[config.mk]
export PLATFORM = sky130hd
export DESIGN_NAME = addx_accel_fu_flat
export DESIGN_NICKNAME = d
export VERILOG_FILES = /design/src/rtl/addx_accel_fu_if.sv /design/src/rtl/addx_accel_fu.sv /design/src/flat_wrapper.sv
export SDC_FILE = /design/constraint.sdc
export NUM_CORES = 1
export LEC_CHECK = 0
export ABC_AREA = 0
export CAP_MARGIN = 20
export CORE_AREA = 2 2 216 218
export DETAILED_ROUTE_END_ITERATION = 6
export DIE_AREA = 0 0 218 220
export MAX_ROUTING_LAYER = met4
export PLACE_DENSITY = 0.83
export SYNTH_ARGS = -nofsm -noshare
export SYNTH_HDL_FRONTEND = slang
export SYNTH_SLANG_ARGS = --single-unit
[constraint.sdc]
create_clock -name clk_i -period 19.45 [get_ports clk_i]
set_input_delay 5.835 -clock clk_i [delete_from_list [all_inputs] [get_ports clk_i]]
set_output_delay 5.835 -clock clk_i [all_outputs]
set_load 0.005 [all_outputs]
[src/rtl/addx_accel_fu_if.sv]
// Issue and writeback bundle for the ADDX shift-add functional unit.
// Signal names follow the functional unit's port list; "slave" is the FU side.
interface addx_accel_fu_if #(
  parameter int unsigned XLEN          = 64,
  parameter int unsigned TRANS_ID_BITS = 3
) ();
  logic                     issue_valid_i;
  logic                     issue_ready_o;
  logic [1:0]               op_i;
  logic                     word_i;
  logic [XLEN-1:0]          rs1_i;
  logic [XLEN-1:0]          rs2_i;
  logic [TRANS_ID_BITS-1:0] trans_id_i;
  logic                     wb_valid_o;
  logic                     wb_ready_i;
  logic [XLEN-1:0]          wb_result_o;
  logic [TRANS_ID_BITS-1:0] wb_trans_id_o;

  modport master (
    output issue_valid_i, op_i, word_i, rs1_i, rs2_i, trans_id_i, wb_ready_i,
    input  issue_ready_o, wb_valid_o, wb_result_o, wb_trans_id_o
  );

  modport slave (
    input  issue_valid_i, op_i, word_i, rs1_i, rs2_i, trans_id_i, wb_ready_i,
    output issue_ready_o, wb_valid_o, wb_result_o, wb_trans_id_o
  );
endinterface

[src/rtl/addx_accel_fu.sv]
// ADDX shift-add functional unit: S1 operand capture, S2 compute, FIFO plus output slot.
// A credit counter bounds ops in flight so the pipeline never stalls internally.
module addx_accel_fu #(
  parameter int unsigned XLEN          = 64,
  parameter int unsigned TRANS_ID_BITS = 3,
  parameter int unsigned FIFO_DEPTH    = 4
) (
  input  logic             clk_i,
  input  logic             rst_ni,
  input  logic             flush_i,
  addx_accel_fu_if.slave   bus
);
  localparam int unsigned PTR_W = $clog2(FIFO_DEPTH);
  localparam int unsigned CNT_W = PTR_W + 1;

  typedef struct packed {
    logic [TRANS_ID_BITS-1:0] id;
    logic [XLEN-1:0]          result;
  } entry_t;

  logic [CNT_W-1:0]         inflight_q;
  logic [CNT_W-1:0]         mem_cnt_q;
  logic [PTR_W-1:0]         wr_ptr_q;
  logic [PTR_W-1:0]         rd_ptr_q;
  entry_t                   mem_q [FIFO_DEPTH];

  logic                     s1_v_q;
  logic [1:0]               s1_op_q;
  logic                     s1_word_q;
  logic [XLEN-1:0]          s1_rs1_q;
  logic [XLEN-1:0]          s1_rs2_q;
  logic [TRANS_ID_BITS-1:0] s1_id_q;

  logic                     s2_v_q;
  entry_t                   s2_q;

  logic                     out_v_q;
  entry_t                   out_q;

  logic                     accept;
  logic                     pop;
  logic                     push;
  logic                     mem_pop;
  logic [31:0]              sum_word;
  logic [XLEN-1:0]          sum_full;
  logic [XLEN-1:0]          s2_result;

  // Credit check only looks at registered state and flush, never at issue_valid_i.
  assign bus.issue_ready_o = (inflight_q < CNT_W'(FIFO_DEPTH)) & ~flush_i;
  assign accept            = bus.issue_valid_i & bus.issue_ready_o;
  assign pop               = out_v_q & bus.wb_ready_i;
  assign push              = s2_v_q;
  // The output slot refills from the FIFO whenever it is empty or being consumed.
  assign mem_pop           = (|mem_cnt_q) & (~out_v_q | pop);

  assign bus.wb_valid_o    = out_v_q;
  assign bus.wb_result_o   = out_q.result;
  assign bus.wb_trans_id_o = out_q.id;

  // Shift-add on the captured operands; word ops use the low half and sign-extend.
  always_comb begin
    sum_full = (s1_rs1_q << s1_op_q) + s1_rs2_q;
    sum_word = (s1_rs1_q[31:0] << s1_op_q) + s1_rs2_q[31:0];
    if (s1_word_q) begin
      s2_result = {{(XLEN-32){sum_word[31]}}, sum_word};
    end else begin
      s2_result = sum_full;
    end
  end

  // Control state: valids, pointers, counts.
  always_ff @(posedge clk_i) begin
    if (!rst_ni) begin
      s1_v_q     <= 1'b0;
      s2_v_q     <= 1'b0;
      out_v_q    <= 1'b0;
      wr_ptr_q   <= '0;
      rd_ptr_q   <= '0;
      mem_cnt_q  <= '0;
      inflight_q <= '0;
    end else if (flush_i) begin
      s1_v_q     <= 1'b0;
      s2_v_q     <= 1'b0;
      out_v_q    <= 1'b0;
      wr_ptr_q   <= '0;
      rd_ptr_q   <= '0;
      mem_cnt_q  <= '0;
      inflight_q <= '0;
    end else begin
      s1_v_q     <= accept;
      s2_v_q     <= s1_v_q;
      inflight_q <= inflight_q + CNT_W'(accept) - CNT_W'(pop);
      mem_cnt_q  <= mem_cnt_q + CNT_W'(push) - CNT_W'(mem_pop);
      if (push) begin
        wr_ptr_q <= wr_ptr_q + PTR_W'(1);
      end
      if (mem_pop) begin
        rd_ptr_q <= rd_ptr_q + PTR_W'(1);
        out_v_q  <= 1'b1;
      end else if (pop) begin
        out_v_q  <= 1'b0;
      end
    end
  end

  // Datapath registers; cleared only by reset, flush just invalidates them.
  always_ff @(posedge clk_i) begin
    if (!rst_ni) begin
      s1_op_q   <= '0;
      s1_word_q <= 1'b0;
      s1_rs1_q  <= '0;
      s1_rs2_q  <= '0;
      s1_id_q   <= '0;
      s2_q      <= '0;
      out_q     <= '0;
      for (int unsigned i = 0; i < FIFO_DEPTH; i++) begin
        mem_q[i] <= '0;
      end
    end else begin
      if (accept) begin
        s1_op_q   <= bus.op_i;
        s1_word_q <= bus.word_i;
        s1_rs1_q  <= bus.rs1_i;
        s1_rs2_q  <= bus.rs2_i;
        s1_id_q   <= bus.trans_id_i;
      end
      if (s1_v_q) begin
        s2_q.result <= s2_result;
        s2_q.id     <= s1_id_q;
      end
      if (push && !flush_i) begin
        mem_q[wr_ptr_q] <= s2_q;
      end
      if (mem_pop && !flush_i) begin
        out_q <= mem_q[rd_ptr_q];
      end
    end
  end

  a_no_push_full: assert property (@(posedge clk_i) disable iff (!rst_ni)
    (push & ~mem_pop) |-> (mem_cnt_q < CNT_W'(FIFO_DEPTH)));

  a_inflight_max: assert property (@(posedge clk_i) disable iff (!rst_ni)
    inflight_q <= CNT_W'(FIFO_DEPTH));

  a_wb_stable: assert property (@(posedge clk_i) disable iff (!rst_ni)
    (bus.wb_valid_o & ~bus.wb_ready_i & ~flush_i) |=>
    (bus.wb_valid_o & $stable(bus.wb_result_o) & $stable(bus.wb_trans_id_o)));
endmodule

[src/flat_wrapper.sv]
// flat-port wrapper written by rule: the top's interface ports become plain ports
module addx_accel_fu_flat 
#(
  parameter int unsigned XLEN          = 64,
  parameter int unsigned TRANS_ID_BITS = 3,
  parameter int unsigned FIFO_DEPTH    = 4
)
  (clk_i, rst_ni, flush_i, bus_issue_valid_i, bus_op_i, bus_word_i, bus_rs1_i, bus_rs2_i, bus_trans_id_i, bus_wb_ready_i, bus_issue_ready_o, bus_wb_valid_o, bus_wb_result_o, bus_wb_trans_id_o);
  addx_accel_fu_if #(.XLEN(XLEN), .TRANS_ID_BITS(TRANS_ID_BITS)) bus_i ();
  input  logic clk_i;
  input  logic rst_ni;
  input  logic flush_i;
  input wire logic [$bits(bus_i.issue_valid_i)-1:0] bus_issue_valid_i;
  input wire logic [$bits(bus_i.op_i)-1:0] bus_op_i;
  input wire logic [$bits(bus_i.word_i)-1:0] bus_word_i;
  input wire logic [$bits(bus_i.rs1_i)-1:0] bus_rs1_i;
  input wire logic [$bits(bus_i.rs2_i)-1:0] bus_rs2_i;
  input wire logic [$bits(bus_i.trans_id_i)-1:0] bus_trans_id_i;
  input wire logic [$bits(bus_i.wb_ready_i)-1:0] bus_wb_ready_i;
  output wire logic [$bits(bus_i.issue_ready_o)-1:0] bus_issue_ready_o;
  output wire logic [$bits(bus_i.wb_valid_o)-1:0] bus_wb_valid_o;
  output wire logic [$bits(bus_i.wb_result_o)-1:0] bus_wb_result_o;
  output wire logic [$bits(bus_i.wb_trans_id_o)-1:0] bus_wb_trans_id_o;
  assign bus_i.issue_valid_i = bus_issue_valid_i;
  assign bus_i.op_i = bus_op_i;
  assign bus_i.word_i = bus_word_i;
  assign bus_i.rs1_i = bus_rs1_i;
  assign bus_i.rs2_i = bus_rs2_i;
  assign bus_i.trans_id_i = bus_trans_id_i;
  assign bus_i.wb_ready_i = bus_wb_ready_i;
  assign bus_issue_ready_o = bus_i.issue_ready_o;
  assign bus_wb_valid_o = bus_i.wb_valid_o;
  assign bus_wb_result_o = bus_i.wb_result_o;
  assign bus_wb_trans_id_o = bus_i.wb_trans_id_o;
  addx_accel_fu #(.XLEN(XLEN), .TRANS_ID_BITS(TRANS_ID_BITS), .FIFO_DEPTH(FIFO_DEPTH)) u_core (.clk_i(clk_i), .rst_ni(rst_ni), .flush_i(flush_i), .bus(bus_i));
endmodule
==> flow_metrics.env <==
export IMPL_outcome="completed"
export IMPL_total_power_w=0.00282
export IMPL_die_w_um=218
export IMPL_muxShareOfSynthArea_pct=11.5
export IMPL_skew_ns=0.0209
export IMPL_holdCritPathClass="reg -> reg"
export IMPL_synth_nets=2711
export IMPL_ctsLongestPathBuffers=3
export IMPL_dp_hpwl_um=43500
export IMPL_grt_overflow=0
export IMPL_fmax_mhz=76.2
export IMPL_critPathKind="in -> out"
export IMPL_crit_path_start="flush_i"
export IMPL_ctsHoldBuffers=0
export IMPL_cts_tree="yes"
export IMPL_seqCellArea_um2=13700
export IMPL_die_area_um2=48000
export IMPL_drv_slew=0
export IMPL_postCtsSetupBuffers=0
export IMPL_synth_top_area_share_pct=29.6
export IMPL_syn_area_um2=27100
export IMPL_crit_arrival_ns=7.29
export IMPL_synth_top_family_by_area="simple AND/OR/NAND/NOR gates"
export IMPL_cts_root_buf="clkbuf_16"
export IMPL_drive_above_1_share_pct=10.1
export IMPL_yosysWarnings=0
export IMPL_route_vias_total=19700
export IMPL_rsz0062_at_grt="false"
export IMPL_rows=79
export IMPL_track_usage_pct=28.9
export IMPL_coreArea_um2=45900
export IMPL_max_vdd_ir_drop_mv=0.0948
export IMPL_area_growth_pct=15.2
export IMPL_cp_max_fo=6
export IMPL_p_leak_nw=11.4
export IMPL_syn_avg_cell_area_um2=10.8
export IMPL_worstMarginPinSlew_ns=1.04
export IMPL_ys_top_cells_by_area="edfxtp_1, dfxtp_1, mux4_2"
export IMPL_synth_compound_area_share_pct=12.8
export IMPL_ys_seq_area_share_pct=50.4
export IMPL_grt_max_degree=123
export IMPL_end_kind="primary output"
export IMPL_relSlewSlack_pct=30.4
export IMPL_async_reset_ff_share_pct=0
export IMPL_finalSetupViolCount=0
export IMPL_synth_top_area_cell="edfxtp_1"
export IMPL_grt_pass1_vias=19100
export IMPL_routed_wl_um=67400
export IMPL_cts_sinks=549
export IMPL_drc=0
export IMPL_dr_pass1_iters=5
export IMPL_gp_congestion=0.913
export IMPL_worstHoldStart="u_core.bus.wb_result_o[36]"
export IMPL_io_pins=208
export IMPL_netlist_top_cells_count="nand2_1, dfxtp_1, edfxtp_1, and2_1, a21boi_0"
export IMPL_cts_resized=0
export IMPL_multi_input_comb_area_um2=12700
export IMPL_ys_types=72
export IMPL_synth_xor_area_share_pct=1.90
export IMPL_r2r_start="u_core.s1_op_q[0]"
export IMPL_grt_pass1_wl_um=105000
export IMPL_drtIter0Drc=1656
export IMPL_synth_fa_ha_area_share_pct=3.31
export IMPL_cts_max_level=2
export IMPL_cp_start_kind="primary input"
export IMPL_port_buffers=207
export IMPL_ys_flop_type="dfxtp_1"
export IMPL_viasPerCell=6.03
export IMPL_cts_made_buffers=54
export IMPL_cap_violations=0
export IMPL_ys_ff_latch=549
export IMPL_wl_per_cell_um=20.7
export IMPL_antenna_found_initial=2
export IMPL_timing_setup_tns_ns=0
export IMPL_clock_latency_ns=0.62
export IMPL_fp_dieH_um=220
export IMPL_drtAntennaViolNets=0
export IMPL_fin_nets=2818
export IMPL_hold_viol=0
export IMPL_initial_core_util_pct=59.2
export IMPL_synthSimpleGateAreaFrac_pct=17.1
export IMPL_netlist_instances=2502
export IMPL_pwr_density_cell_nw_per_um2=90.2
export IMPL_cts_clk_slew_worst_paths_ns=0.06
export IMPL_worstPathRequired_ns=13.61
export IMPL_fillers=3296
export IMPL_yosysMostFrequentCell="nand2_1"
export IMPL_synth_edf_count=268
export IMPL_finalCritPeriodShare_pct=67.5
export IMPL_timing_final_crit_period_ns=13.12
-- layout by cell type (no fill, tap or decap), drive strengths merged, types with 20 or more instances in the layout --
cell type      count
nand2            468
dfxtp            281
edfxtp           268
and2             211
a21boi           209
clkdlybuf4s50    206
mux4             126
a21oi             95
clkbuf            88
o21ai             76
and3              72
ha                67
nor2              58
xnor2             43
nor2b             41
inv               34
mux2i             29
a21o              26
nor3              26
buf               22
nand4             21
a211oi            20
-- stage by stage --
stage          cells  utilization (%)  hold WS (ns)  instance area (µm²)  setup WS [ns]
6_report        3262             68.2         0.463                31300           6.33
5_1_grt         3262             68.2         0.482                31300           6.25
4_1_cts         3260             68.2         0.467                31300           6.33
3_5_place_dp    3160             64.4         0.458                29500           6.34
3_3_place_gp    3160             64.4         0.452                29500           6.36
2_1_floorplan   2502                -         0.441                27100           7.63
-- power by group --
part / internal (W) / switching, W / total [W]
Combinational: 0.000212 / 0.000247 / 0.000459
Sequential: 0.00128 / 0.0000553 / 0.00133
Clock: 0.000586 / 0.000443 / 0.00103
-- worst max-delay path, stage by stage --
cell             delay (ns)
clkdlybuf4s50_1        0.57
nor2_1                 0.32
clkdlybuf4s50_1        0.56
-- per-layer routing --
layer	vias to the layer above	track usage, %	share of wire (%)
li1	9182	-	-
met1	9524	38.7	42
met2	831	45.5	47
met3	134	4.07	7.8
met4	0	10.6	3.2
met5	-	-	0
-- cell type report --
cell class              instances  share of cell area (%)
diodes                          2                  0.0160
clock buffers                  88                    5.33
clock inverters                12                   0.296
inverters                      32                   0.392
multi-input cells            1744                    40.7
flip-flops and latches        549                    43.7
well taps                     607                    2.43
repair buffers                228                    7.13
-- flip-flops by register name, summed over array words and instances (netlist names) --
signal	flops
u_core.mem_q	268
u_core.s2_q	67
u_core.bus.wb_result_o	64
u_core.s1_rs1_q	64
u_core.s1_rs2_q	64
u_core.bus.wb_trans_id_o	3
u_core.inflight_q	3
u_core.mem_cnt_q	3
u_core.s1_id_q	3
u_core.rd_ptr_q	2
u_core.s1_op_q	2
u_core.wr_ptr_q	2
u_core.bus.wb_valid_o	1
u_core.push	1
u_core.s1_v_q	1
u_core.s1_word_q	1
-- logic make-up (layout without fill, tap and decap cells) --
family	count (synthesis)	count (layout)
and+or+nand+nor	955	955
other	0	2
AOI/OAI and AO/OA	506	506
adders and majority gates	70	70
buffers and inverters	209	360
DFF	549	549
muxes	155	155
xor gates and xnor gates	58	58
-- final timing paths --
kind / slack (ns) / cells after the start / end
max: 6.33 / 3 / bus_issue_ready_o
min: 0.46 / 2 / u_core.bus.wb_result_o[36]
max reg2reg: 14.11 / 12 / u_core.s2_q[53]
min reg2reg: 0.46 / 2 / u_core.bus.wb_result_o[36]
(Power assumes the default switching activity.)
